`src/rtl/ahb_slave_if_gen.sv`:
```
// AHB-Lite slave front end for the AHB-to-APB bridge: transfer qualification,
// one-hot APB region decode, stall-aware address/data/direction delay pipeline
// and HREADYOUT/HRESP generation.
// Define AHB_SLV_ERRRESP_EN to enable the two-cycle ERROR response for
// out-of-range accesses; without it every response is OKAY.
module ahb_slave_if_gen #(
   parameter int unsigned          ADDR_W      = 32,
   parameter int unsigned          DATA_W      = 32,
   parameter int unsigned          NUM_SLV     = 3,
   parameter logic [ADDR_W-1:0]    BASE_ADDR   = 32'h8000_0000,
   parameter int unsigned          REGION_LOG2 = 26,
   parameter int unsigned          PIPE_DEPTH  = 2
) (
   input  logic                         hclk,
   input  logic                         hreset,
   input  logic                         hwrite,
   input  logic                         hready_in,
   input  logic [1:0]                   htrans,
   input  logic [ADDR_W-1:0]            haddr,
   input  logic [DATA_W-1:0]            hwdata,
   input  logic                         stall_in,
   input  logic [DATA_W-1:0]            prdata,
   output logic                         valid,
   output logic [NUM_SLV-1:0]           selx,
   output logic [PIPE_DEPTH*ADDR_W-1:0] haddr_pipe,
   output logic [PIPE_DEPTH*DATA_W-1:0] hwdata_pipe,
   output logic [PIPE_DEPTH-1:0]        hwrite_pipe,
   output logic                         hready_out,
   output logic [1:0]                   hresp,
   output logic [DATA_W-1:0]            hrdata
);

   localparam logic [1:0] RespOkay = 2'b00;
   localparam logic [1:0] RespErr  = 2'b01;

   // One extra bit so the region upper bound cannot wrap past the address space.
   localparam logic [ADDR_W:0] BaseExt  = {1'b0, BASE_ADDR};
   localparam logic [ADDR_W:0] LimitExt = BaseExt + ((ADDR_W+1)'(NUM_SLV) << REGION_LOG2);

   logic              active;
   logic              hit;
   logic [ADDR_W:0]   addr_ext;
   logic [ADDR_W:0]   region;

   logic [PIPE_DEPTH*ADDR_W-1:0] haddr_pipe_d, haddr_pipe_q;
   logic [PIPE_DEPTH*DATA_W-1:0] hwdata_pipe_d, hwdata_pipe_q;
   logic [PIPE_DEPTH-1:0]        hwrite_pipe_d, hwrite_pipe_q;

   assign active = hready_in & htrans[1];
   assign valid  = active & hit;
   assign hrdata = prdata;

   // Range check and one-hot region decode (independent of htrans).
   always_comb begin
      addr_ext = {1'b0, haddr};
      hit      = (addr_ext >= BaseExt) && (addr_ext < LimitExt);
      region   = (addr_ext - BaseExt) >> REGION_LOG2;
      selx     = '0;
      for (int i = 0; i < int'(NUM_SLV); i++) begin
         selx[i] = hit && (region == (ADDR_W+1)'(i));
      end
   end

   // Pipeline next state: shift on an accepted edge, hold while HREADY is low.
   always_comb begin
      haddr_pipe_d  = haddr_pipe_q;
      hwdata_pipe_d = hwdata_pipe_q;
      hwrite_pipe_d = hwrite_pipe_q;
      if (hready_in) begin
         haddr_pipe_d[0 +: ADDR_W]  = haddr;
         hwdata_pipe_d[0 +: DATA_W] = hwdata;
         hwrite_pipe_d[0]           = hwrite;
         for (int k = 1; k < int'(PIPE_DEPTH); k++) begin
            haddr_pipe_d[k*ADDR_W +: ADDR_W]  = haddr_pipe_q[(k-1)*ADDR_W +: ADDR_W];
            hwdata_pipe_d[k*DATA_W +: DATA_W] = hwdata_pipe_q[(k-1)*DATA_W +: DATA_W];
            hwrite_pipe_d[k]                  = hwrite_pipe_q[k-1];
         end
      end
   end

   // Pipeline registers.
   always_ff @(posedge hclk or posedge hreset) begin
      if (hreset) begin
         haddr_pipe_q  <= '0;
         hwdata_pipe_q <= '0;
         hwrite_pipe_q <= '0;
      end else begin
         haddr_pipe_q  <= haddr_pipe_d;
         hwdata_pipe_q <= hwdata_pipe_d;
         hwrite_pipe_q <= hwrite_pipe_d;
      end
   end

   assign haddr_pipe  = haddr_pipe_q;
   assign hwdata_pipe = hwdata_pipe_q;
   assign hwrite_pipe = hwrite_pipe_q;

`ifdef AHB_SLV_ERRRESP_EN
   typedef enum logic [1:0] {StOkay, StErr1, StErr2} state_e;

   state_e state_d, state_q;
   logic   miss;

   assign miss = active & ~hit;

   // Response FSM: a miss yields one wait cycle then one ready cycle of ERROR.
   always_comb begin
      state_d    = state_q;
      hready_out = ~stall_in;
      hresp      = RespOkay;
      unique case (state_q)
         StOkay: begin
            if (miss) state_d = StErr1;
         end
         StErr1: begin
            hready_out = 1'b0;
            hresp      = RespErr;
            state_d    = StErr2;
         end
         StErr2: begin
            hready_out = 1'b1;
            hresp      = RespErr;
            state_d    = miss ? StErr1 : StOkay;
         end
         default: state_d = StOkay;
      endcase
      // Reset forces a ready OKAY immediately, even mid-error or while stalled.
      if (hreset) begin
         hready_out = 1'b1;
         hresp      = RespOkay;
      end
   end

   // Response state register.
   always_ff @(posedge hclk or posedge hreset) begin
      if (hreset) state_q <= StOkay;
      else        state_q <= state_d;
   end
`else
   // Without error responses every transfer is OKAY; only the controller stalls.
   always_comb begin
      hready_out = hreset ? 1'b1 : ~stall_in;
      hresp      = RespOkay;
   end
`endif

endmodule

```
`config.mk`:
```
export PLATFORM = sky130hd
export DESIGN_NAME = ahb_slave_if_gen
export DESIGN_NICKNAME = d
export VERILOG_FILES = /design/src/rtl/ahb_slave_if_gen.sv
export SDC_FILE = /design/constraint.sdc
export NUM_CORES = 1
export LEC_CHECK = 0
export CELL_PAD_IN_SITES_DETAIL_PLACEMENT = 0
export CELL_PAD_IN_SITES_GLOBAL_PLACEMENT = 1
export CORE_AREA = 2 2 106 108
export CTS_BUF_LIST = sky130_fd_sc_hd__clkbuf_8 sky130_fd_sc_hd__clkbuf_16
export CTS_CLUSTER_DIAMETER = 50
export CTS_CLUSTER_SIZE = 20
export DETAILED_ROUTE_END_ITERATION = 8
export DIE_AREA = 0 0 108 110
export DONT_BUFFER_PORTS = 1
export PLACE_DENSITY = 0.89
export SLEW_MARGIN = 0
export SYNTH_ARGS = -nofsm -noshare
export SYNTH_HDL_FRONTEND = slang
export SYNTH_SLANG_ARGS = --single-unit
```
`constraint.sdc`:
```
create_clock -name hclk -period 8.27 [get_ports hclk]
set_input_delay 1.654 -clock hclk [delete_from_list [all_inputs] [get_ports hclk]]
set_output_delay 1.654 -clock hclk [all_outputs]
set_load 0.01 [all_outputs]
```
# Word level (Yosys, flattened, before mapping)
# Index checks and enable logic that the tools add are counted.
# word_totals
ff_bits,130
input_bits,103
output_inout_bits,169
wordCells,17
# op_classes
addsub,1
n_lt_le_gt_ge,2
n_eq_ne,2
muxes,1
bitwise,3
n_reduce_logical,5
# ops
operator,count
$logic_not A33 Y1,1
$sub A32 B32 Y33 const B,1
$ge A32 B32 Y1 const B,1
$lt A32 B32 Y1 const B,1
$eq A7 B1 Y1 const B,1
$eq A7 B2 Y1 const B,1
$logic_and A1 B1 Y1,4
$and A1 B1 Y1,2
$mux W1,1
$not A1 Y1,1

# Depth between registers and ports, before layout
# depth
ltp_word,3
ltp_mapped,5
depth_no_buf,2

# Worst setup path before layout
# Ideal clock, no wire load.
# synth_path
path_kind,input -> output
startpoint,input port hreset
endpoint,output port hready_out
arrival_time_ns,4.749
t_required_ns,6.616
setup_slack_ns,1.867
stages,2
path_buffers,0
cell_sequence,inv_1 > nand2_1
# synth_via
elab_chain_cells,1
# synth_lines
element,line,text
start: declaration,15,"input logic hreset,"
$mux W1,142,hready_out = hreset ? 1'b1 : ~stall_in;
end: declaration,28,"output logic hready_out,"
# Every way passes these cells.

# Final worst setup path
# layout_path
startpoint,input port haddr[28]
endpoint,output port selx[0]
# layout_via
elab_chain_cells,3
word_cells_on_any_way,6
classes_between,1 x add/sub; 2 x order compare; 3 x reduce/logical
# layout_lines
element,line,text
start: declaration,19,"input logic [ADDR_W-1:0] haddr,"
$sub A32 B32 Y33 (tied with other cells),57,region = (addr_ext - BaseExt) >> REGION_LOG2;
$logic_not A33 Y1 or $logic_and A1 B1 Y1 (tied branches),"60, 56",
$logic_and A1 B1 Y1 *,60,selx[i] = hit && (region == (ADDR_W+1)'(i));
end: declaration,24,"output logic [NUM_SLV-1:0] selx,"
# Every way passes the cells marked *; elsewhere a longest branch is shown, timed or not.

==> flow_summary.ini <==
[flow_run]
maxCapViolations = 0

[setup_path]
crit_buf_inv = 0
start_kind = input pin
crit_type = in2out
worst_ep_arrival_time_ps = 2590
cp.required_ps = 6620
critPathSlowestCell = or4b_4
cp_top_family = simple AND/OR/NAND/NOR gates
slowest_delay_ps = 560
end_kind = output pin
cp_max_fo = 4
crit_chain = or4b_4 > nor3_1

[sta]
finalCriticalPeriod_ps = 4240
fmax_mhz = 236
period_share = 0.513
finalSetupTns_ps = 0
final-hold-violation-count = 0
worst_pin_slew_ps = 813
drv_slew = 0
setup_ws_ps = 4030
grt_setup_unrepaired = false
timing.slew.headroom = 0.458
clock_skew_ps = 5.50
final-setup-viol-count = 0

[global_routing]
grt_pass1_vias = 2684
grt_overflow_total = 0
grt_max_degree = 132
track_usage = 0.162
antenna_found_initial = 0
grt_pass1_wl_um = 14200

[placed_design]
place_area_sq_mm = 0.00498
place_hpwl_um = 6680
place_ws_ps = 4020
gp_congestion = 0.686
io_buffers = 0

[pwr]
irDropWorstVdd_uv = 119
total_power_mw = 1.64
total_leakage_power_nw = 2.37
power_density_mw_per_mm2 = 294

[die]
ios = 272
die_area_sq_mm = 0.0119
die_w_um = 108
dieHeight_um = 110
rows = 38
core_sq_mm = 0.0107
start_util = 0.484

[clock_tree]
root_buffer = clkbuf_8
post_cts_resized = 0
clk_pin_slew_ps = 60
clock-sinks = 130
insertion_delay_ps = 500
clk_path_buf_depth = 2
cts_tree = yes
numCtsBuffers = 17
hold_buffers = 0
postCtsSetupBuffers = 0
cts_max_level = 4

[synth]
synth_cell_types = 14
avgSynthCellArea_sq_um = 16.3
synth_top_area_frac = 0.628
ys_seq_elements = 130
synth_area_sq_mm = 0.00518
yosysWarnings = 0
synth.area.top_cells = dfrtp_1, mux2_1, mux2_2, buf_4, buf_6
synth_top_cell_by_area = dfrtp_1
seq_area_frac_synth = 0.628
syn_inst = 318

[drt]
drc_errors = 0
vias = 2394
drt_wl_total_um = 9480
drt_iter0_markers = 135
wl_per_cell_um = 21.4
firstDrtPassIters = 4
avgViaCountPerCell = 5.39
ant_nets = 0

[min_path]
worstHoldPathType = reg2reg

[outcome]
status = finished, final reports clean

[layout]
nets = 394
diodes = 0
fillers = 887
drive_above_1_share = 0.260
fin_area_sq_mm = 0.00558
area_delta_synth_final_pct = 7.78
-- through the flow --
step,utilization,hold slack [ps],std cells
finish,0.522,557,444
global route,0.522,574,444
CTS,0.522,562,444
detailed placement,0.466,548,412
global placement,0.466,543,412
floorplan,-,529,319
-- flip-flops by register name, summed over array words and instances (netlist names) --
register	count
haddr_pipe	64
hwdata_pipe	64
hwrite_pipe	2
-- area by class of cell --
type                       count  area (sq um)  share of cell area
inverter                       1          6.26             0.00112
clock inverter                15           180              0.0323
clock buffer                  17           414              0.0742
timing repair buffer           2          15.0             0.00269
sequential                   130          3250               0.583
tap                          140           175              0.0314
multi-input combinational    139          1540               0.275
-- layout by cell type (no fill, tap or decap), drive strengths merged, types with 2 or more instances in the layout --
| master | synthesis | routed |
|---|---|---|
| buf | 48 | 2 |
| bufinv | 0 | 3 |
| clkbuf | 1 | 17 |
| clkinv | 0 | 5 |
| clkinvlp | 0 | 3 |
| conb | 1 | 2 |
| dfrtp | 130 | 130 |
| inv | 1 | 5 |
| mux2 | 130 | 130 |
| nand2 | 2 | 2 |
| nor3b | 2 | 2 |
-- layer usage --
layer | vias to the layer above | share of wire | global-route usage
met2 | 164 | 0.49 | 0.259
met3 | 14 | 0.15 | 0.106
met5 | - | 0 | 0
li1 | 1017 | - | -
met4 | 0 | 0.017 | 0.0778
met1 | 1199 | 0.34 | 0.164
-- power breakdown --
part           internal, mW  total (mW)  switching (mW)
clock                 0.462       0.736           0.275
sequential            0.716       0.820           0.103
combinational        0.0540      0.0864          0.0324
total                  1.23        1.64           0.411
-- final timing paths --
kind	cells past startpoint	startpoint	to	slack [ps]
min in group asynchronous	2	hreset	hwdata_pipe[59]$_DFFE_PP0P_	1290
max in group asynchronous	2	hreset	haddr_pipe[58]$_DFFE_PP0P_	6430
setup / recovery	2	haddr[28]	selx[0]	4030
hold / removal	1	hwdata_pipe[46]$_DFFE_PP0P_	hwdata_pipe[46]$_DFFE_PP0P_	560
hold reg to reg	1	hwdata_pipe[46]$_DFFE_PP0P_	hwdata_pipe[46]$_DFFE_PP0P_	560
setup reg to reg	1	hwdata_pipe[0]$_DFFE_PP0P_	hwdata_pipe[32]$_DFFE_PP0P_	7390
-- synth_stat cells --
library cell and number:
nor3b_2 2, inv_1 1, conb_1 1, nor3_1 1
buf_6 9, mux2_2 40, clkbuf_1 1, buf_4 35
or4b_4 1, buf_2 4, nand2_1 2, mux2_1 90
a211oi_2 1, dfrtp_1 130
-- kinds of logic (layout without fill, tap and decap cells) --
group | Yosys count | after routing | share of synthesized area
muxes | 130 | 130 | 0.283
buffers and inverters | 50 | 35 | 0.0757
and+or+nand+nor | 6 | 6 | 0.00991
other | 1 | 2 | 0.000724
AOI/OAI and AO/OA | 1 | 1 | 0.00242
DFF | 130 | 130 | 0.628
(Power assumes the default switching activity.)
